==> src/rtl/twos_abs_unit.sv <==
`default_nettype none
// ============================================================================
//  Module      : twos_abs_unit
//  Description : Registered two's-complement negation and absolute value of a
//                B-bit signed word, with sign / zero / most-negative flags.
//                One cycle of latency, one sample accepted per cycle.
//  Revision    : 1.0 - initial release
// ============================================================================
module twos_abs_unit #(
  parameter int B        = 12,
  parameter bit SATURATE = 1'b0
) (
  input  logic         clk,
  input  logic         rst,
  input  logic         in_valid,
  input  logic [B-1:0] in,
  output logic         out_valid,
  output logic [B-1:0] twos_out,
  output logic [B-1:0] abs_out,
  output logic         neg,
  output logic         zero,
  output logic         ovf
);

  localparam logic [B-1:0] C_ZERO = '0;
  localparam logic [B-1:0] C_ONE  = {{(B-1){1'b0}}, 1'b1};
  localparam logic [B-1:0] C_MIN  = {1'b1, {(B-1){1'b0}}};
  localparam logic [B-1:0] C_MAX  = {1'b0, {(B-1){1'b1}}};

  logic [B-1:0] w_twos;
  logic         w_is_min;
  logic [B-1:0] w_min_abs;

  logic         out_valid_d, out_valid_q;
  logic [B-1:0] twos_d, twos_q;
  logic [B-1:0] abs_d, abs_q;
  logic         neg_d, neg_q;
  logic         zero_d, zero_q;
  logic         ovf_d, ovf_q;

  assign w_twos   = ~in + C_ONE;
  assign w_is_min = (in == C_MIN);

  // The most-negative value has no positive counterpart: either keep the
  // wrapped negation (which is itself) or clamp to the largest positive value.
  generate
    if (SATURATE) begin : g_sat
      assign w_min_abs = C_MAX;
    end else begin : g_wrap
      assign w_min_abs = C_MIN;
    end
  endgenerate

  // Next-state: capture a new result on a valid sample, otherwise hold data.
  always_comb begin
    out_valid_d = in_valid;
    twos_d      = twos_q;
    abs_d       = abs_q;
    neg_d       = neg_q;
    zero_d      = zero_q;
    ovf_d       = ovf_q;
    if (in_valid) begin
      twos_d = w_twos;
      neg_d  = in[B-1];
      zero_d = (in == C_ZERO);
      ovf_d  = w_is_min;
      if (!in[B-1]) begin
        abs_d = in;
      end else if (w_is_min) begin
        abs_d = w_min_abs;
      end else begin
        abs_d = w_twos;
      end
    end
  end

  // Output registers; reset wins over an incoming sample.
  always_ff @(posedge clk) begin
    if (rst) begin
      out_valid_q <= 1'b0;
      twos_q      <= C_ZERO;
      abs_q       <= C_ZERO;
      neg_q       <= 1'b0;
      zero_q      <= 1'b0;
      ovf_q       <= 1'b0;
    end else begin
      out_valid_q <= out_valid_d;
      twos_q      <= twos_d;
      abs_q       <= abs_d;
      neg_q       <= neg_d;
      zero_q      <= zero_d;
      ovf_q       <= ovf_d;
    end
  end

  assign out_valid = out_valid_q;
  assign twos_out  = twos_q;
  assign abs_out   = abs_q;
  assign neg       = neg_q;
  assign zero      = zero_q;
  assign ovf       = ovf_q;

endmodule
`default_nettype wire

==> config.mk <==
export PLATFORM = sky130hd
export DESIGN_NAME = twos_abs_unit
export DESIGN_NICKNAME = d
export VERILOG_FILES = /design/src/rtl/twos_abs_unit.sv
export SDC_FILE = /design/constraint.sdc
export NUM_CORES = 1
export LEC_CHECK = 0
export CELL_PAD_IN_SITES_DETAIL_PLACEMENT = 1
export CELL_PAD_IN_SITES_GLOBAL_PLACEMENT = 2
export CORE_ASPECT_RATIO = 0.6
export CORE_MARGIN = 8
export CORE_UTILIZATION = 28
export DETAILED_ROUTE_END_ITERATION = 8
export HOLD_SLACK_MARGIN = 0.05
export PLACE_DENSITY_LB_ADDON = 0.08
export SLEW_MARGIN = 20
export SYNTH_ARGS = -nofsm -noshare
export SYNTH_HDL_FRONTEND = slang
export SYNTH_SLANG_ARGS = --single-unit
export TNS_END_PERCENT = 10
==> constraint.sdc <==
create_clock -name clk -period 3.51 [get_ports clk]
set_input_delay 0.702 -clock clk [delete_from_list [all_inputs] [get_ports clk]]
set_output_delay 0.702 -clock clk [all_outputs]
set_load 0.01 [all_outputs]
Yosys cells after proc, flatten, opt, wreduce, memory -nomap -nowiden
Cells that the tools add are included.
{ "op_classes": {"add_sub_neg": 1, "mul": 0, "n_div": 0, "order_cmp": 0, "n_eq_ne": 1, "shifts": 0, "n_mux": 2, "bitwise": 1, "reduce_logical": 1} }
{ "ops": {"columns": ["op", "count"], "rows": [
  ["two-way mux 12 bit", 2],
  ["adder 12 x 1 -> 12 bit, second input constant", 1],
  ["== test 12 bit, second input constant", 1],
  ["zero test 12 bit", 1],
  ["NOT 12 bit", 1]
]} }
{ "totals": {"reg_bits": 28, "latchBits": 0, "mem_bits_rw": 0, "mem_bits_ro": 0, "in_bits": 15, "out_inout_bits": 28, "word_cells": 12, "mem_count": 0} }

Longest topological paths before layout
{ "depth": {"ltp_word": 4, "depth_mapped": 7, "mapped_depth_nobuf": 6} }

Worst setup path before layout
No wires, ideal clock.
{ "synth_path": {"path_type": "input port to flip-flop", "start": "input port in[6]", "end": "register abs_q[5], in the netlist abs_out[5]", "setup_ns": 0.124, "t_arrival_ns": 2.121, "required_ns": 3.386, "path_slack_ns": 1.266, "stages": 6, "path_buffers": 2, "cell_sequence": "buf_4 > or4_4 > or4_4 > buf_6 > a31oi_1 > o31ai_1"} }
{ "synth_between": {"elab_chain_cells": 3} }
{ "synth_lines": {"columns": ["item", "line_no", "source"], "rows": [
  ["start, declared", "16", "input logic [B-1:0] in,"],
  ["== test 12 bit", "42", "assign w_is_min = (in == C_MIN);"],
  ["two-way mux 12 bit", "69", "end else if (w_is_min) begin"],
  ["two-way mux 12 bit", "67", "if (!in[B-1]) begin"],
  ["end signal, assigned", "89", "abs_q <= abs_d;"],
  ["end, declared", "36", "logic [B-1:0] abs_d, abs_q;"]
]} }
Every way passes these cells.
A chain may end at the register's enable or synchronous reset.

Worst setup path after layout
{ "layout_path": {"start": "input port in[3]", "end": "register abs_q[5], in the netlist abs_out[5]"} }
{ "layout_between": {"elab_chain_cells": 4, "word_cells_on_any_way": 5, "cone_classes": "add/sub: 1; eq/ne: 1; mux: 2; bitwise: 1"} }
{ "layout_lines": {"columns": ["item", "line_no", "source"], "rows": [
  ["NOT 12 bit", "41", "assign w_twos = ~in + C_ONE;"],
  ["adder 12 x 1 -> 12 bit", "41", null],
  ["two-way mux 12 bit *", "69", null],
  ["two-way mux 12 bit *", "67", null]
]} }
Every way passes the cells marked *; elsewhere a longest branch is shown, timed or not.

==> key figures <==
Worst hold path
  • Hold endpoint: abs_out[11]
  • Hold Path Cell Cnt: 2
  • Worst hold start: abs_out[11]
  • Worst hold path class: reg2reg

Global routing
  • Number of global-route vias before repair: 1317
  • First-pass GRT wire length: between 7000 and 8000 um
  • Total track usage: 11.51%
  • Largest net degree at the start of global routing: 25
  • Initial antenna violation count: 0
  • Grt total ovfl: 0

Clocking
  • Post-cts sizing count: 0
  • Clock sink count: 28
  • TritonCTS buffer count: 3
  • H-tree levels: 1
  • Max Buffers Root-to-Sink: 2
  • CTS tree: yes
  • Setup bufs post-CTS: 0
  • Worst skew pair latency: 270 ps
  • Root Driver: clkbuf_8
  • Hold buffers post-CTS: 0
  • Clock transition at path regs: approximately 100 ps

Routing
  • Number of remaining DRC errors: 0
  • Post-route ant nets: 0
  • Via-per-instance ratio: roughly 5
  • Initial DRT Pass Iterations: 4
  • Routed wire length: 4320 um
  • DR iter-0 viols: 63
  • WL per Instance: 16.18 um
  • DR vias: 1327

Placed design
  • RePlAce Congestion: 0.7566
  • Port Buffers: 42
  • DP Wirelength: 3245 um

STA
  • Fin crit period: 2604 ps
  • Worst-margin pin slew: 757.2 ps
  • Final setup fails: 0
  • Worst Skew: 0 ps
  • Pins Over Slew Limit: 0
  • Fmax: between 0.3 and 0.4 GHz
  • Worst hold margin: 481.8 ps
  • RSZ-0062 raised after global routing: no
  • Fin crit share: 74.18%
  • Max-slew headroom: 49.13%
  • Setup TNS: 0 ps
  • Final Hold Fails: 0

Worst setup path
  • Worst reg2reg startpoint: abs_out[5]
  • CP max stage delay: 660 ps
  • CP required: 3670 ps
  • Reg-to-reg endpoint: abs_out[5]
  • Register-to-register setup slack: 2480 ps
  • Levels on crit path: 5
  • Crit-path leading delay family: simple AND/OR/NAND/NOR gates
  • Worst Setup End Kind: flip-flop
  • Crit path DAT: 2760 ps
  • CP Buf/Inv Count: 1
  • Critical-path cell list: clkdlybuf4s50_1 > or3_1 > or4_4 > a31oi_1 > o31ai_1
  • Critical path's slowest cell: or4_4
  • R2r worst-path depth: 4
  • Setup CP Type: in2reg
  • Max FO, Critical Path: 15
  • Startpoint Class: input port

Final layout
  • Layout area overhead: 36.23%
  • Most common library cell in the layout ignoring fill and taps: clkdlybuf4s50_1
  • Share of layout cells above drive strength 1: 5.473%
  • Final Net Count: 218
  • Antenna Cells: 0
  • Most frequent cells in the layout: clkdlybuf4s50_1, dfxtp_1, nor2_1, nand2b_1, a21oi_1

Die
  • Die height: 71.02 um
  • Die span in x: 107.7 um
  • Die area: 7649 um^2
  • FP Rows: 20
  • Core area: 4955 um^2
  • Ports: 43
  • Initial Utilization: 28.51%

Yosys
  • Mapped cell area: 1413 um^2
  • Yosys reg bits: 28
  • Avg Cell Area, Syn: 8.459 um^2
  • Gate Count Post-Synth: 167
  • Top_reg_cell synth: dfxtp_1
  • Post-Syn Nets: 183
  • Post-synth ARST share: 0%
  • Number of flops mapped to enable cells by yosys: 0
  • Register area share after synthesis: 39.68%
  • Synth unique cells: 36
  • Yosys warns: 0

Power
  • Internal power: 0.0005170 W
  • Flop pwr share: approximately 49%
  • Sw power: 0.0001889 W
  • Peak supply drop: 0.1368 mV
  • Net Sw Frac: between 20 and 30%
  • Cell Pwr Density: 366.8 nW/um^2
  • Leakage power: about 0.70 nW
  • Clock share of power: between 20 and 30%
  • Comb pwr share: roughly 22%

Status
  • Status: finished clean

Job
  • MaxCap Viol Count: 0
## sequential cells by signal, indices dropped and copies added (netlist names)
name,flops
neg,1
abs_out,12
zero,1
ovf,1
twos_out,12
out_valid,1
## Yosys cell counts, drive strengths merged, types with 2 or more instances
cell type,number,area share (%)
a311oi,2,1.2
or3,6,2.7
nor2b,2,0.89
mux2i,5,3.5
a31oi,3,1.3
nand2b,13,5.8
inv,6,1.6
nor3,4,1.4
a21o,2,1.1
nor2,20,5.3
clkbuf,11,2.9
dfxtp,28,40
or4,2,1.6
xnor2,6,3.7
xor2,5,3.1
o22ai,3,1.3
nor4,2,0.89
nand4,2,0.89
a211oi,5,2.7
nor3b,2,1.1
buf,4,1.9
o31ai,4,2.1
o21bai,2,1.1
o21ai,6,2.1
nand3,4,1.4
a21oi,11,3.9
## worst reg2reg max path: cells and delay by family (launching register included)
kind            cells  cell delay (ps)
compound gates      4              600
flops               1              320
## layer usage
metal,GRT usage [%],vias to the layer above,routed length (um)
li1,-,658,-
met1,15.95,628,2147
met2,16.68,37,1778
met3,3.626,4,343
met4,2.752,0,51
met5,0,-,0
## through the flow
step	total power (W)	area, um^2	setup WS (ps)	std cells	utilization, %
2_1_floorplan	0.0004310	1413	1266	167	-
3_3_place_gp	0.0005096	1869	679.5	263	37.73
3_5_place_dp	0.0005130	1869	623.1	263	37.73
4_1_cts	0.0007172	1924	918.6	267	38.84
5_1_grt	0.0007468	1924	798.5	267	38.84
6_report	0.0007059	1924	906.3	267	38.84
## layout make-up
cell class / instances / area (um^2)
flip-flops and latches: 28 / 560.5
fillers: 585 / 3030
inverters: 6 / 22.52
clock buffers: 4 / 55.05
repair buffers: 45 / 442.9
well taps: 66 / 82.58
multi-input cells: 118 / 760.7
## how the worst max path moves through the flow
stage,end,from
CTS,abs_out[5],in[3]
detailed placement,abs_out[5],in[3]
floorplan,abs_out[5],in[6]
global route,abs_out[5],in[3]
global placement,abs_out[1],in[3]
finish,abs_out[5],in[3]
## power by group through the flow
stage	clock network (W)	logic [W]	registers, W
3_5_place_dp	0	0.000157	0.000356
5_1_grt	0.000225	0.000171	0.000351
3_3_place_gp	0	0.000155	0.000354
6_report	0.000203	0.000155	0.000348
2_1_floorplan	0	0.0000670	0.000364
4_1_cts	0.000211	0.000158	0.000348
## cell families (layout without fill, tap and decap cells)
kind of cell	count (synthesis)	after routing	synth area share, %
muxes	5	5	3.543
adders and majority gates	1	1	0.8856
AOI/OAI and AO/OA	43	43	20.46
DFF	28	28	39.68
xor gates and xnor gates	11	11	6.820
buffers and inverters	21	55	6.465
and+or+nand+nor	58	58	22.14
(Power assumes the default switching activity.)
